<file path="src/rtl/alu_pkg.sv">
// Shared definitions for the ALU issue path: ALU select codes, major opcodes
// and the default datapath width.
package alu_pkg;

  localparam int XLEN_DEF = 32;

  localparam logic [3:0] ALU_AND   = 4'b0000;
  localparam logic [3:0] ALU_OR    = 4'b0001;
  localparam logic [3:0] ALU_ADD   = 4'b0010;
  localparam logic [3:0] ALU_SUB   = 4'b0110;
  localparam logic [3:0] ALU_SLL   = 4'b0111;
  localparam logic [3:0] ALU_MUL   = 4'b1100;
  localparam logic [3:0] ALU_PASSB = 4'b1111;

  localparam logic [6:0] OP_R      = 7'b0110011;
  localparam logic [6:0] OP_I      = 7'b0010011;
  localparam logic [6:0] OP_LOAD   = 7'b0000011;
  localparam logic [6:0] OP_STORE  = 7'b0100011;
  localparam logic [6:0] OP_BRANCH = 7'b1100011;
  localparam logic [6:0] OP_LUI    = 7'b0110111;

endpackage

</file>
<file path="src/rtl/alu_issue_stage_fwd_mux.sv">
// Combinational operand-forwarding selector for one source register.
// Ports:
//   rs            source register index
//   rf_data       register file read data for rs
//   exmem_we/rd/result  EX/MEM writeback (highest priority)
//   memwb_we/rd/result  MEM/WB writeback
//   operand       selected operand value
// r0 never forwards; it always reads the register file value.
module fwd_mux #(
  parameter int XLEN       = 32,
  parameter int REG_ADDR_W = 5
) (
  input  logic [REG_ADDR_W-1:0] rs,
  input  logic [XLEN-1:0]       rf_data,
  input  logic                  exmem_we,
  input  logic [REG_ADDR_W-1:0] exmem_rd,
  input  logic [XLEN-1:0]       exmem_result,
  input  logic                  memwb_we,
  input  logic [REG_ADDR_W-1:0] memwb_rd,
  input  logic [XLEN-1:0]       memwb_result,
  output logic [XLEN-1:0]       operand
);

  logic rs_nonzero;

  always_comb begin
    rs_nonzero = (rs != '0);
    operand    = rf_data;
    if (exmem_we && (exmem_rd == rs) && rs_nonzero)
      operand = exmem_result;
    else if (memwb_we && (memwb_rd == rs) && rs_nonzero)
      operand = memwb_result;
  end

endmodule

</file>
<file path="src/rtl/alu_issue_stage.sv">
// ID/EX issue stage in front of the ALU: decodes opcode/funct3/funct7 into
// an ALU select code, picks forwarded operands and registers everything
// behind a valid/ready handshake.
// Ports:
//   clk, rst_n            clock, asynchronous active-low reset
//   in_valid/in_ready     upstream handshake
//   in_opcode/funct3/funct7, in_rs1/rs2/rd, in_rs1_data/rs2_data, in_imm
//                         decoded instruction fields and register data
//   exmem_*, memwb_*      forwarding sources
//   flush                 kill held and incoming instruction
//   out_valid/out_ready   downstream handshake
//   data_a, data_b, alu_select, store_data, out_rd, out_reg_we, out_illegal
//                         registered ALU issue bundle
module alu_issue_stage
  import alu_pkg::*;
#(
  parameter int XLEN       = XLEN_DEF,
  parameter int REG_ADDR_W = 5
) (
  input  logic                  clk,
  input  logic                  rst_n,
  input  logic                  in_valid,
  output logic                  in_ready,
  input  logic [6:0]            in_opcode,
  input  logic [2:0]            in_funct3,
  input  logic [6:0]            in_funct7,
  input  logic [REG_ADDR_W-1:0] in_rs1,
  input  logic [REG_ADDR_W-1:0] in_rs2,
  input  logic [REG_ADDR_W-1:0] in_rd,
  input  logic [XLEN-1:0]       in_rs1_data,
  input  logic [XLEN-1:0]       in_rs2_data,
  input  logic [XLEN-1:0]       in_imm,
  input  logic                  exmem_we,
  input  logic [REG_ADDR_W-1:0] exmem_rd,
  input  logic [XLEN-1:0]       exmem_result,
  input  logic                  memwb_we,
  input  logic [REG_ADDR_W-1:0] memwb_rd,
  input  logic [XLEN-1:0]       memwb_result,
  input  logic                  flush,
  output logic                  out_valid,
  input  logic                  out_ready,
  output logic [XLEN-1:0]       data_a,
  output logic [XLEN-1:0]       data_b,
  output logic [3:0]            alu_select,
  output logic [XLEN-1:0]       store_data,
  output logic [REG_ADDR_W-1:0] out_rd,
  output logic                  out_reg_we,
  output logic                  out_illegal
);

  logic [XLEN-1:0] op_a;
  logic [XLEN-1:0] op_b;
  logic [3:0]      dec_sel;
  logic [XLEN-1:0] dec_b;
  logic            dec_we;
  logic            dec_ill;
  logic            capture;

  fwd_mux #(.XLEN(XLEN), .REG_ADDR_W(REG_ADDR_W)) u_fwd_a (
    .rs           (in_rs1),
    .rf_data      (in_rs1_data),
    .exmem_we     (exmem_we),
    .exmem_rd     (exmem_rd),
    .exmem_result (exmem_result),
    .memwb_we     (memwb_we),
    .memwb_rd     (memwb_rd),
    .memwb_result (memwb_result),
    .operand      (op_a)
  );

  fwd_mux #(.XLEN(XLEN), .REG_ADDR_W(REG_ADDR_W)) u_fwd_b (
    .rs           (in_rs2),
    .rf_data      (in_rs2_data),
    .exmem_we     (exmem_we),
    .exmem_rd     (exmem_rd),
    .exmem_result (exmem_result),
    .memwb_we     (memwb_we),
    .memwb_rd     (memwb_rd),
    .memwb_result (memwb_result),
    .operand      (op_b)
  );

  assign in_ready = !out_valid || out_ready;
  assign capture  = in_valid && in_ready;

  always_comb begin
    dec_sel = ALU_PASSB;
    dec_b   = in_imm;
    dec_we  = 1'b0;
    dec_ill = 1'b0;
    case (in_opcode)
      OP_R: begin
        dec_b  = op_b;
        dec_we = 1'b1;
        case ({in_funct3, in_funct7})
          {3'b000, 7'b0000000}: dec_sel = ALU_ADD;
          {3'b000, 7'b0100000}: dec_sel = ALU_SUB;
          {3'b000, 7'b0000001}: dec_sel = ALU_MUL;
          {3'b111, 7'b0000000}: dec_sel = ALU_AND;
          {3'b110, 7'b0000000}: dec_sel = ALU_OR;
          {3'b001, 7'b0000000}: dec_sel = ALU_SLL;
          default: begin
            dec_we  = 1'b0;
            dec_ill = 1'b1;
          end
        endcase
      end
      OP_I: begin
        dec_we = 1'b1;
        case (in_funct3)
          3'b000: dec_sel = ALU_ADD;
          3'b111: dec_sel = ALU_AND;
          3'b110: dec_sel = ALU_OR;
          3'b001: begin
            dec_sel = ALU_SLL;
            dec_b   = {{(XLEN-5){1'b0}}, in_imm[4:0]};
          end
          default: begin
            dec_we  = 1'b0;
            dec_ill = 1'b1;
          end
        endcase
      end
      OP_LOAD: begin
        dec_sel = ALU_ADD;
        dec_we  = 1'b1;
      end
      OP_STORE: begin
        dec_sel = ALU_ADD;
      end
      OP_BRANCH: begin
        dec_sel = ALU_SUB;
        dec_b   = op_b;
      end
      OP_LUI: begin
        dec_sel = ALU_PASSB;
        dec_we  = 1'b1;
      end
      default: dec_ill = 1'b1;
    endcase
  end

  // Flush only drops valid; the payload registers hold their last value.
  always_ff @(posedge clk or negedge rst_n) begin
    if (!rst_n) begin
      out_valid   <= 1'b0;
      data_a      <= '0;
      data_b      <= '0;
      alu_select  <= ALU_AND;
      store_data  <= '0;
      out_rd      <= '0;
      out_reg_we  <= 1'b0;
      out_illegal <= 1'b0;
    end else if (flush) begin
      out_valid <= 1'b0;
    end else if (capture) begin
      out_valid   <= 1'b1;
      data_a      <= op_a;
      data_b      <= dec_b;
      alu_select  <= dec_sel;
      store_data  <= op_b;
      out_rd      <= in_rd;
      out_reg_we  <= dec_we && (in_rd != '0);
      out_illegal <= dec_ill;
    end else if (out_ready) begin
      out_valid <= 1'b0;
    end
  end

endmodule

</file>
<file path="config.mk">
export PLATFORM = sky130hd
export DESIGN_NAME = alu_issue_stage
export DESIGN_NICKNAME = d
export VERILOG_FILES = /design/src/rtl/alu_pkg.sv /design/src/rtl/alu_issue_stage_fwd_mux.sv /design/src/rtl/alu_issue_stage.sv
export SDC_FILE = /design/constraint.sdc
export NUM_CORES = 1
export LEC_CHECK = 0
export CAP_MARGIN = 15
export CORE_MARGIN = 5
export CORE_UTILIZATION = 41
export DETAILED_ROUTE_END_ITERATION = 16
export PLACE_DENSITY = 0.87
export REMOVE_ABC_BUFFERS = 1
export SLEW_MARGIN = 20
export SYNTH_ARGS = -nofsm -noshare
export SYNTH_HDL_FRONTEND = slang
export SYNTH_SLANG_ARGS = --single-unit
</file>
<file path="constraint.sdc">
create_clock -name clk -period 2.1 [get_ports clk]
set_input_delay 0.42 -clock clk [delete_from_list [all_inputs] [get_ports clk]]
set_output_delay 0.42 -clock clk [all_outputs]
set_load 0.005 [all_outputs]
</file>
# --- After elaboration in Yosys (flattened, before gate mapping) ---
# Cells that the tools add are included.
totals:
  in_bits: 209
  reg_bits: 108
  wordCells: 70
  output_inout_bits: 109
classes:
  eq_ne: 18
  mux: 18
  reduce_logical: 25
  bitwise: 1
ops:
  columns: ["operator", "n"]
  rows:
  - ["$mux W32", 5]
  - ["$pmux W32 S2", 1]
  - ["$pmux W4 S4", 2]
  - ["$pmux W4 S6", 1]
  - ["$eq A7 B6 Y1 const B", 3]
  - ["$eq A10 B10 Y1 const B", 2]
  - ["$eq A5 B5 Y1", 4]
  - ["$reduce_bool A5 Y1", 3]
  - ["$eq A10 B1 Y1 const B", 1]
  - ["$eq A10 B6 Y1 const B", 1]
  - ["$eq A10 B8 Y1 const B", 1]
  - ["$logic_and A1 B1 Y1", 10]
  - ["$logic_not A10 Y1", 1]
  - ["$reduce_or A4 Y1", 2]
  - ["$eq A7 B2 Y1 const B", 1]
  - ["$eq A7 B5 Y1 const B", 1]
  - ["$eq A7 B7 Y1 const B", 1]
  - ["$mux W1", 7]
  - ["$eq A3 B3 Y1 const B", 2]
  - ["$pmux W1 S3", 2]
  - ["$reduce_or A2 Y1", 3]
  - ["$reduce_or A6 Y1", 1]
  - ["$eq A3 B1 Y1 const B", 1]
  - ["$logic_not A3 Y1", 1]
  - ["5 further kinds", 5]

# --- Longest topological paths before layout ---
depth:
  word_depth: 6
  mapped_depth: 8
  mapped_depth_nobuf: 7

# --- By module ---
# Synthesis repeated with hierarchy kept, for this count alone.
hier_totals:
  hier_cells: 898
  hier_area_um2: 7096.8
modules_own_cells:
  columns: ["module", "seq_area_each_um2", "cells_each", "area_per_inst_um2", "instances"]
  rows:
  - ["alu_issue_stage", 2702.6, 502, 4789.6, 1]
  - ["fwd_mux", 0.0, 198, 1153.6, 2]

# --- Least setup slack after synthesis ---
# No wires, ideal clock.
synth_timing:
  path_kind: "input port to flip-flop"
  start: "input port in_rs2[3]"
  end: "register store_data[18]"
  slack_ns: 0.080
  t_required_ns: 1.979
  path_buffers: 2
  stages: 7
  setup_time_ns: 0.121
  arrival_time_ns: 1.899
  path_cell_list: "xnor2_1 > nand2_1 > or4_1 > buf_2 > buf_6 > a221o_1 > a22o_1"
synth_via:
  elab_chain_cells: 5
  word_cells_on_any_way: 9
  cone_classes: "2 x eq/ne; 2 x mux; 5 x reduce/logical"
synth_lines:
  columns: ["element", "line", "text"]
  rows:
  - ["start: declaration", "alu_issue_stage.sv:28", "input logic [REG_ADDR_W-1:0] in_rs2,"]
  - ["$eq A5 B5 Y1", "alu_issue_stage_fwd_mux.sv:31", "else if (memwb_we && (memwb_rd == rs) && rs_nonzero)"]
  - ["$logic_and A1 B1 Y1 (2 in series)", "alu_issue_stage_fwd_mux.sv:31", null]
  - ["$mux W32", "alu_issue_stage_fwd_mux.sv:31", null]
  - ["$mux W32 *", "alu_issue_stage_fwd_mux.sv:29", "if (exmem_we && (exmem_rd == rs) && rs_nonzero)"]
  - ["end signal: assignment", "alu_issue_stage.sv:161", "store_data <= op_b;"]
  - ["end: declaration", "alu_issue_stage.sv:45", "output logic [XLEN-1:0] store_data,"]
# Every way passes the cells marked *; elsewhere a longest branch is shown, timed or not.
# A chain may end at the register's enable or synchronous reset.

# --- Worst setup path after layout ---
layout_timing:
  start: "input port memwb_rd[0]"
  end: "register store_data[6]"
layout_via:
  elab_chain_cells: 5
layout_lines:
  columns: ["element", "line", "text"]
  rows:
  - ["start: declaration", "alu_issue_stage.sv:37", "input logic [REG_ADDR_W-1:0] memwb_rd,"]
  - ["$eq A5 B5 Y1", "alu_issue_stage_fwd_mux.sv:31", null]
  - ["$logic_and A1 B1 Y1 (2 in series)", "alu_issue_stage_fwd_mux.sv:31", null]
  - ["$mux W32", "alu_issue_stage_fwd_mux.sv:31", null]
  - ["$mux W32", "alu_issue_stage_fwd_mux.sv:29", null]
# No other way between the ends.

==> flow_summary.yaml <==
timing:
  clock.fmax_mhz: 477
  worst_slew_pin_slew_ns: 0.591
  tns_ns: 0
  setup_violations: 0
  finalClockSkew_ns: 0.0114
  relSlewSlack_pct: 60.6
  slew_viol_final: 0
  min_period_ns: 2.09
  final.period_utilization_pct: 99.7
  hold_viol: 0
  rsz0062_at_grt: "yes"
worst_setup_path:
  cp.required_ns: 2.35
  end_kind: "flop"
  path_max_fanout: 8
  critPathLaunchType: "primary input"
  critical_path_class: "primary input to flop"
  worstPathArrival_ns: 2.34
floorplan:
  die_w_um: 134
  start_util_pct: 41.7
  core-area_um2: 15200
  top_level_ports: 318
  die_h_um: 134
  die-area_um2: 18000
  fp-row-count: 45
finish:
  drive_gt1_share_pct: 13.2
  most-common-layout-cells: "296 x clkdlybuf4s50_1, 119 x nand2_1, 108 x dfrtp_1"
  final_common_cell: "clkdlybuf4s50_1"
  antenna_cells: 0
  syn_to_final_growth_pct: 73.2
  final_area_um2: 11000
  nNetsFinal: 1280
  final_core_util_pct: 72.2
power:
  p_comb_share_pct: 33.0
  finalPower_mw: 6.53
  p_leak_nw: 4.59
  power.net_switching_mw: 1.89
  swShare_pct: 28.9
  p_clk_share_pct: 27.4
  p_seq_share_pct: 39.6
  power_density_nw_per_um2: 595
  max-vdd-ir-drop_mv: 0.365
  power.internal_mw: 4.65
drt:
  first_pass_iters: 6
  via_per_inst: 5.92
  first_iter_violations: 549
  postRouteAntennaNets: 0
  vias: 7461
  detail_route.wl_per_cell_um: 22.9
  routed_wl_um: 28900
  remaining_drc_errors: 0
grt:
  antenna_found_initial: 0
  overflow: 0
  grt_pass1_wl_um: 42700
  grt_max_degree: 109
  grtUsageTotal_pct: 30.3
  grt_pass1_vias: 7709
yosys:
  yosys_warnings: 0
  yosys.cell_types.count: 45
  synth-edff-count: 0
  syn_inst: 715
  synthArstFlopShare_pct: 100
  synth-seq-cells: 108
  seq_area_frac_synth_pct: 42.6
  syn_area_um2: 6340
  syn_area_per_cell_um2: 8.87
  synth_ff_type: "dfrtp_1"
placement:
  dp_hpwl_um: 20300
  globalplace.congestion: 0.926
  port_buffers: 317
  dpl_cell_area_um2: 10300
clock_tree:
  cts_max_path_buffers: 2
  clock_latency_ns: 0.36
  clk_pin_slew_ns: 0.08
  cts.sinks: 108
  h-tree-depth: 3
  cts_buffers: 9
  cts_tree: "built"
  cts_root_buf: "clkbuf_16"
hold_path:
  hold_path_class: "primary input to async pin"
run:
  maxCapViolCount: 0
status:
  status: "complete, no violations"
==> area by class of cell <==
type | instances | area, µm²
tap | 188 | 235
fill | 1115 | 4220
inverter | 7 | 26.3
clock inverter | 6 | 70.1
multi-input combinational | 538 | 3610
sequential | 108 | 2700
timing repair buffer | 404 | 4100
clock buffer | 10 | 229
==> stage by stage <==
step                std cells  hold WS, ns  setup WS (ns)
finish                   1261        0.140        0.00538
global route             1261        0.184        -0.0206
CTS                      1255        0.157       0.000352
detailed placement       1234        0.463         -0.608
global placement         1234        0.459         -0.581
floorplan                 651        0.124          -3.98
==> layer usage <==
layer  up-vias  track usage, %  routed length, µm  share of wire [%]
met4         0            15.6               1120                3.9
li1       3353               -                  -                  -
met3        80            7.54               3020                 10
met5         -               0                  0                  0
met1      3567            36.5              10600                 37
met2       461            50.4              14100                 49
==> worst max-delay path, cell delays in order <==
cell	delay (ns)
dlygate4sd2_1	0.27
xnor2_1	0.20
nand3_1	0.15
or4_4	0.56
buf_12	0.20
a221o_1	0.34
a22o_1	0.20
==> kinds of logic (layout without fill, tap and decap cells) <==
kind of cell | count (synthesis) | count (layout) | share of synthesized area [%]
XOR/XNOR | 21 | 21 | 2.90
flip-flops | 108 | 108 | 42.6
buffers and inverters | 71 | 427 | 4.66
AND/OR/NAND/NOR | 219 | 221 | 16.2
adder cells (fa/ha/maj) | 4 | 4 | 0.750
AO/OA/AOI/OAI | 292 | 292 | 32.8
==> synthesized netlist by cell type, types with 6 or more instances <==
library cell    n  share of area, %
nand2_1       119               7.0
dfrtp_1       108                43
o21ai_0        95               7.5
clkbuf_1       51               3.0
a221oi_1       44               6.1
o21a_1         38               4.5
and2_1         32               3.2
nor2_1         25               1.5
o31ai_1        25               3.0
a21o_1         19               2.3
a221o_1        19               3.0
a22o_1         19               2.6
xnor2_1        19               2.6
buf_2          11              0.87
a21oi_1        10              0.79
a2bb2oi_1       8               1.1
inv_1           7              0.41
nor3_1          6              0.47
==> path summary, 6_finish.rpt <==
path                          startpoint             to  slack [ns]  depth (start not counted)
max reg2reg                    out_valid     data_a[12]        0.41                          7
max                          memwb_rd[0]  store_data[6]       0.005                          7
max in group asynchronous          rst_n  alu_select[1]        1.53                          2
min reg2reg                store_data[0]  store_data[0]        0.48                          2
min in group clk           store_data[0]  store_data[0]        0.48                          2
min                                rst_n     data_a[21]        0.14                          2
==> power groups by stage <==
stage	combinational, mW	sequential [mW]	clock, mW
global placement	2.05	2.61	0
global route	2.31	2.62	1.87
finish	2.16	2.59	1.79
floorplan	0.597	2.62	0
detailed placement	2.08	2.62	0
CTS	2.10	2.59	1.80
==> timing repair <==
item                       CTS  global route
setup endpoints to repair   97            87
gates cloned                 3             4
hold endpoints to repair     0             0
hold buffers                 0             0
gates resized for setup     32            45
pin swaps                    9            29
buffers inserted             2             2
==> sequential cells by signal (all words and copies together), names as in the netlist <==
name,cells
alu_select,4
out_rd,5
data_b,32
out_valid,1
data_a,32
store_data,32
out_illegal,1
out_reg_we,1
Note: power is estimated with default switching activity, not from simulation.
